$ cat src/rtl/imm_pkg.sv
// Shared types and opcode constants for the pipelined immediate generator.
package imm_pkg;

  typedef enum logic [2:0] {
    FMT_I     = 3'd0,
    FMT_S     = 3'd1,
    FMT_B     = 3'd2,
    FMT_U     = 3'd3,
    FMT_J     = 3'd4,
    FMT_SHAMT = 3'd5,
    FMT_CSRI  = 3'd6,
    FMT_NONE  = 3'd7
  } fmt_t;

  localparam logic [6:0] LOAD      = 7'b0000011;
  localparam logic [6:0] MISC_MEM  = 7'b0001111;
  localparam logic [6:0] OP_IMM    = 7'b0010011;
  localparam logic [6:0] AUIPC     = 7'b0010111;
  localparam logic [6:0] OP_IMM_32 = 7'b0011011;
  localparam logic [6:0] STORE     = 7'b0100011;
  localparam logic [6:0] OP        = 7'b0110011;
  localparam logic [6:0] LUI       = 7'b0110111;
  localparam logic [6:0] OP_32     = 7'b0111011;
  localparam logic [6:0] BRANCH    = 7'b1100011;
  localparam logic [6:0] JALR      = 7'b1100111;
  localparam logic [6:0] JAL       = 7'b1101111;
  localparam logic [6:0] SYSTEM    = 7'b1110011;

endpackage

$ cat src/rtl/imm_decode.sv
// Combinational instruction -> {format, extended immediate, illegal} decoder.
// pcrel_o marks encodings whose target is pc+imm (branch, jal, auipc).
module imm_decode
  import imm_pkg::*;
#(
  parameter int unsigned XLEN = 32
) (
  input  logic [31:0]     instr_i,
  output fmt_t            fmt_o,
  output logic [XLEN-1:0] imm_o,
  output logic            illegal_o,
  output logic            pcrel_o
);

  localparam bit IS64 = (XLEN == 64);

  logic [6:0]      opc;
  logic [2:0]      f3;
  logic            is_shift;
  logic [XLEN-1:0] imm_i, imm_s, imm_b, imm_u, imm_j;
  logic [XLEN-1:0] shamt5, shamt6, csr_uimm;

  assign opc      = instr_i[6:0];
  assign f3       = instr_i[14:12];
  assign is_shift = (f3[1:0] == 2'b01);

  assign imm_i    = {{(XLEN-11){instr_i[31]}}, instr_i[30:20]};
  assign imm_s    = {{(XLEN-11){instr_i[31]}}, instr_i[30:25], instr_i[11:7]};
  assign imm_b    = {{(XLEN-12){instr_i[31]}}, instr_i[7], instr_i[30:25], instr_i[11:8], 1'b0};
  assign imm_u    = {{(XLEN-31){instr_i[31]}}, instr_i[30:12], 12'b0};
  assign imm_j    = {{(XLEN-20){instr_i[31]}}, instr_i[19:12], instr_i[20], instr_i[30:21], 1'b0};
  assign shamt5   = XLEN'(instr_i[24:20]);
  assign shamt6   = XLEN'(instr_i[25:20]);
  assign csr_uimm = XLEN'(instr_i[19:15]);

  // Illegal encodings leave fmt at NONE and imm at zero.
  always_comb begin
    fmt_o     = FMT_NONE;
    imm_o     = '0;
    illegal_o = 1'b0;
    pcrel_o   = 1'b0;
    if (instr_i[1:0] != 2'b11) begin
      illegal_o = 1'b1;
    end else begin
      case (opc)
        LOAD, JALR, MISC_MEM: begin
          fmt_o = FMT_I;
          imm_o = imm_i;
        end
        OP_IMM: begin
          if (!is_shift) begin
            fmt_o = FMT_I;
            imm_o = imm_i;
          end else if (IS64) begin
            fmt_o = FMT_SHAMT;
            imm_o = shamt6;
          end else if (instr_i[25]) begin
            illegal_o = 1'b1;
          end else begin
            fmt_o = FMT_SHAMT;
            imm_o = shamt5;
          end
        end
        OP_IMM_32: begin
          if (!IS64) begin
            illegal_o = 1'b1;
          end else if (!is_shift) begin
            fmt_o = FMT_I;
            imm_o = imm_i;
          end else if (instr_i[25]) begin
            illegal_o = 1'b1;
          end else begin
            fmt_o = FMT_SHAMT;
            imm_o = shamt5;
          end
        end
        STORE: begin
          fmt_o = FMT_S;
          imm_o = imm_s;
        end
        BRANCH: begin
          fmt_o   = FMT_B;
          imm_o   = imm_b;
          pcrel_o = 1'b1;
        end
        LUI: begin
          fmt_o = FMT_U;
          imm_o = imm_u;
        end
        AUIPC: begin
          fmt_o   = FMT_U;
          imm_o   = imm_u;
          pcrel_o = 1'b1;
        end
        JAL: begin
          fmt_o   = FMT_J;
          imm_o   = imm_j;
          pcrel_o = 1'b1;
        end
        SYSTEM: begin
          if (f3[2]) begin
            fmt_o = FMT_CSRI;
            imm_o = csr_uimm;
          end
        end
        OP: ;
        OP_32: illegal_o = !IS64;
        default: illegal_o = 1'b1;
      endcase
    end
  end

endmodule

$ cat src/rtl/imm_gen_pipe.sv
// Pipelined immediate generator: decode + pc-relative target behind a
// valid/ready handshake with an output register, one skid entry and an illegal counter.
module imm_gen_pipe
  import imm_pkg::*;
#(
  parameter int unsigned XLEN  = 32,
  parameter int unsigned CNT_W = 16
) (
  input  logic             clk,
  input  logic             rst,
  input  logic             flush,
  input  logic             in_valid,
  output logic             in_ready,
  input  logic [31:0]      in_instr,
  input  logic [XLEN-1:0]  in_pc,
  output logic             out_valid,
  input  logic             out_ready,
  output logic [2:0]       out_fmt,
  output logic [XLEN-1:0]  out_imm,
  output logic [XLEN-1:0]  out_target,
  output logic [XLEN-1:0]  out_pc,
  output logic             out_illegal,
  output logic [CNT_W-1:0] illegal_cnt
);

  typedef struct packed {
    fmt_t            fmt;
    logic [XLEN-1:0] imm;
    logic [XLEN-1:0] target;
    logic [XLEN-1:0] pc;
    logic            illegal;
  } entry_t;

  fmt_t            dec_fmt;
  logic [XLEN-1:0] dec_imm;
  logic            dec_illegal;
  logic            dec_pcrel;
  entry_t          new_entry;

  entry_t          out_q, out_d, skid_q, skid_d;
  logic            out_valid_q, out_valid_d, skid_valid_q, skid_valid_d;
  logic [CNT_W-1:0] cnt_q, cnt_d;
  logic            accept, xfer;

  imm_decode #(.XLEN(XLEN)) u_decode (
    .instr_i   (in_instr),
    .fmt_o     (dec_fmt),
    .imm_o     (dec_imm),
    .illegal_o (dec_illegal),
    .pcrel_o   (dec_pcrel)
  );

  always_comb begin
    new_entry.fmt     = dec_fmt;
    new_entry.imm     = dec_imm;
    new_entry.target  = dec_pcrel ? (in_pc + dec_imm) : '0;
    new_entry.pc      = in_pc;
    new_entry.illegal = dec_illegal;
  end

  // Ready depends only on skid occupancy (and reset), never on out_ready.
  assign in_ready = !skid_valid_q && !rst;
  assign accept   = in_valid && in_ready;
  assign xfer     = out_valid_q && out_ready;

  always_comb begin
    out_d        = out_q;
    out_valid_d  = out_valid_q;
    skid_d       = skid_q;
    skid_valid_d = skid_valid_q;
    cnt_d        = cnt_q;
    if (flush) begin
      out_valid_d  = 1'b0;
      skid_valid_d = 1'b0;
    end else begin
      if (xfer) begin
        if (skid_valid_q) begin
          out_d        = skid_q;
          skid_valid_d = 1'b0;
        end else if (accept) begin
          out_d = new_entry;
        end else begin
          out_valid_d = 1'b0;
        end
      end else if (accept) begin
        if (out_valid_q) begin
          skid_d       = new_entry;
          skid_valid_d = 1'b1;
        end else begin
          out_d       = new_entry;
          out_valid_d = 1'b1;
        end
      end
      if (accept && dec_illegal && (cnt_q != {CNT_W{1'b1}})) begin
        cnt_d = cnt_q + CNT_W'(1);
      end
    end
  end

  always_ff @(posedge clk) begin
    if (rst) begin
      out_q        <= '0;
      skid_q       <= '0;
      out_valid_q  <= 1'b0;
      skid_valid_q <= 1'b0;
      cnt_q        <= '0;
    end else begin
      out_q        <= out_d;
      skid_q       <= skid_d;
      out_valid_q  <= out_valid_d;
      skid_valid_q <= skid_valid_d;
      cnt_q        <= cnt_d;
    end
  end

  assign out_valid   = out_valid_q;
  assign out_fmt     = out_q.fmt;
  assign out_imm     = out_q.imm;
  assign out_target  = out_q.target;
  assign out_pc      = out_q.pc;
  assign out_illegal = out_q.illegal;
  assign illegal_cnt = cnt_q;

endmodule

$ cat config.mk
export PLATFORM = sky130hd
export DESIGN_NAME = imm_gen_pipe
export DESIGN_NICKNAME = d
export VERILOG_FILES = /design/src/rtl/imm_pkg.sv /design/src/rtl/imm_decode.sv /design/src/rtl/imm_gen_pipe.sv
export SDC_FILE = /design/constraint.sdc
export NUM_CORES = 1
export LEC_CHECK = 0
export ABC_AREA = 0
export CAP_MARGIN = 20
export CORE_UTILIZATION = 25
export CTS_CLUSTER_SIZE = 24
export DETAILED_ROUTE_END_ITERATION = 8
export GPL_TIMING_DRIVEN = 0
export HOLD_SLACK_MARGIN = 0.05
export REMOVE_ABC_BUFFERS = 1
export SETUP_SLACK_MARGIN = 0.5
export SYNTH_ARGS = -nofsm -noshare
export SYNTH_HDL_FRONTEND = slang
export SYNTH_SLANG_ARGS = --single-unit
$ cat constraint.sdc
create_clock -name clk -period 12.57 [get_ports clk]
set_input_delay 2.514 -clock clk [delete_from_list [all_inputs] [get_ports clk]]
set_output_delay 2.514 -clock clk [all_outputs]
set_load 0.02 [all_outputs]
==> summary.txt <==
Floorplanning
  – Row cnt: 75
  – Die area: 44000 sq um
  – # IOs: 187
  – Die width: 210 microns
  – Die height: 210 microns
  – Initial core utilization: 25.5%
  – Core Box Area: 42300 sq um

Pwr
  – Pwr Total: 1700 uW
  – Leak Pwr: 0.00531 uW
  – Max rail drop VDD: 0.0890 mV
  – Power Density: 120 nW/um^2

Yosys
  – Most numerous cell in the Yosys netlist: nand2_1
  – Ys Warns: 0
  – Synth area leaders: dfxtp_1, nand2_1, nor2_1
  – Sequential share of the synthesized area: 40.4%
  – Seq cells post-synth: 218
  – Number of synthesized flops with an enable pin: 0
  – Synth area leader: dfxtp_1
  – Post-synthesis cell count: 1389
  – Avg Inst Size Synth: 7.78 sq um
  – Yosys cell types: 81
  – Post-synth top area share: 40.4%
  – Commonest cells post-synth: nand2_1, dfxtp_1, nor2_1
  – Mapped Area: 10800 sq um
  – Asr flop ratio synth: 0%
  – Synth Flop Type: dfxtp_1

Setup path
  – Reg2reg start: skid_valid_q
  – Reg2Reg Depth: 7
  – WP data arrival: 7780 ps
  – CP Class: in -> reg
  – Crit-path max FO: 10
  – Critical path launch point type: primary input
  – Critical-path cell list: clkdlybuf4s50_1 > xor2_1 > nor3_1 > a31o_2 > a22oi_1 > nor2_1 > a221oi_1 > inv_1 > ha_1 > fa_1 > a21oi_1 > o211a_1 > o21ai_0 > o21ba_2 > a31o_1 > a221oi_2 > xor2_1 > o221a_1 > nor2_1
  – Critical path's slowest cell: clkdlybuf4s50_1
  – Crit. End Element: flip-flop
  – Worst setup path start: in_instr[3]
  – Worst R2R End: skid_q[54]
  – WP data required: 13000 ps
  – CP peak stage delay: 680 ps
  – Flop2flop setup slack: 9600 ps

Timing
  – RSZ-0062 raised after global routing: no
  – Fin crit period: 7350 ps
  – Slew Viols, Final: 0
  – Fmax: 136 MHz
  – Setup violators final: 0
  – Worst-Margin Slew: 939 ps
  – Final Cycle Share: 58.5%
  – Worst Skew: 11.8 ps
  – Slew headroom: 37.2%
  – Hold Vio Cnt, Final: 0

Finish
  – Area of the multi-input gates: 5910 sq um
  – Fraction of layout cells with a size suffix above 1: 5.78%
  – Final net count: 1626
  – Antenna Cells: 0
  – Area Overhead vs Synth: 31.7%
  – Finished Core Util: 33.6%
  – FILL cells: 4429
  – Area occupied by registers: 4360 sq um
  – Cell Count, Final, Fillers Out: 2118

Clock network
  – Number of CTS-inserted buffers: 27
  – H-tree Lvls: 1
  – CTS tree: yes
  – Setup Fix Bufs, Post-CTS: 0
  – Max Buffers Root-to-Sink: 3
  – Clock transition at path regs: 60 ps
  – Cts repair resizes: 0
  – Clock sink total: 218
  – Root Driver: clkbuf_16
  – CTS Hold Bufs: 0
  – Worst-skew pair later-pin latency: 550 ps

Detailed routing
  – DRT Pass-1 Iters: 5
  – Initial drt markers: 685
  – WL/cell: 17.1 microns
  – Detailed-route via count: 10.4k
  – Final wirelength: 36300 microns
  – Post-DRT Antenna Nets: 0
  – DR DRC count: 0
  – Via density: 4.92

Min path
  – Hold path start: skid_q[8]
  – Min-Delay Path Depth: 2
  – Hold WC Path Type: reg -> reg
  – Worst Hold Path EP: skid_q[8]

Place
  – GP Congestion: 0.828
  – Placed Instances: 2072
  – DP HPWL: 25500 microns
  – IO Port Bufs: 186

GRT
  – Total GRT Usage: 16.1%
  – Largest net degree at the start of global routing: 106
  – Antenna violations before repair: 1
  – Number of global-route vias before repair: 9689
  – Grt total ovfl: 0
  – First-pass GRT wire length: 55900 microns

Job
  – Max Cap Viol: 0

Status
  – Status: complete, no violations
placed cells by master (no fill, tap or decap), types with 4 or more instances in the layout:
cell type and instances:
o21ai_0 44, buf_16 4, clkbuf_16 27, and3_1 4, and2_1 10, a22oi_1 15, a21o_1 20, clkinv_2 6
a211oi_1 64, ha_1 32, xnor2_1 21, buf_6 16, a22o_1 4, o211ai_1 5, a221oi_1 17, o21bai_1 7
a32o_1 6, nor2_1 215, dfxtp_1 218, a311oi_1 46, nand3_1 26, a31oi_1 7, nor3_1 8, or3_1 11
clkbuf_1 6, nand4_1 5, clkdlybuf4s50_1 185, nor2b_1 4, a21oi_1 139, bufinv_16 4, xor2_1 15, inv_1 40
nand2_1 228, o21a_1 4
layer usage:
metal | vias up | track usage (%) | share of wire, %
met2 | 298 | 25.6 | 44
li1 | 5172 | - | -
met3 | 52 | 3.20 | 5.8
met5 | - | 0 | 0.047
met1 | 4897 | 22.2 | 48
met4 | 2 | 3.93 | 2.2
cell type report:
class / count / share of cell area (%)
Inverter: 42 / 1.11
Sequential cell: 218 / 30.7
Multi-Input combinational cell: 1027 / 41.5
Clock buffer: 36 / 5.20
Timing Repair Buffer: 208 / 15.4
Clock inverter: 10 / 1.06
Tap cell: 577 / 5.07
critical path: cells and delay by family:
| family | cells | cell delay, ps |
|---|---|---|
| AO/OA/AOI/OAI | 10 | 3090 |
| XOR/XNOR | 2 | 490 |
| adder cells (fa/ha/maj) | 2 | 680 |
| buffers and inverters | 2 | 830 |
| AND/OR/NAND/NOR | 3 | 160 |
how the worst max path moves through the flow:
stage	endpoint	slack, ps
after floorplan	out_target[29]	2690
after global placement	out_target[29]	-7760
after detailed placement	out_target[26]	4630
after CTS	out_target[26]	5220
after global routing	out_target[26]	4920
final	out_target[26]	5220
stage by stage:
step                cell area (sq um)  setup TNS (ps)  hold WS (ps)  worst slack [ps]
floorplan                       10400               0           431              2690
global placement                13000        -1101280           441             -7760
detailed placement              13300               0           447              4630
CTS                             14200               0           455              5220
global route                    14200               0           468              4920
finish                          14200               0           454              5220
state kept, by name, summed over array words and instances, names as in the netlist:
name	cells
skid_q	100
out_imm	32
out_pc	32
out_target	32
illegal_cnt	16
out_fmt	3
out_illegal	1
out_valid	1
skid_valid_q	1
report_power, final:
| group | switching, uW | internal [uW] |
|---|---|---|
| clock | 309 | 490 |
| combinational | 110 | 80.3 |
| sequential | 8.51 | 706 |
cells by family after synthesis:
kind of cell | Yosys count | synth area share [%]
multiplexers | 1 | 0.0927
AO/OA/AOI/OAI | 414 | 26.1
adder cells (fa/ha/maj) | 33 | 3.89
buffers and inverters | 144 | 5.24
flip-flops | 218 | 40.4
XOR/XNOR | 36 | 2.92
AND/OR/NAND/NOR | 543 | 21.4
No activity file was read; power rests on OpenSTA's default activity.
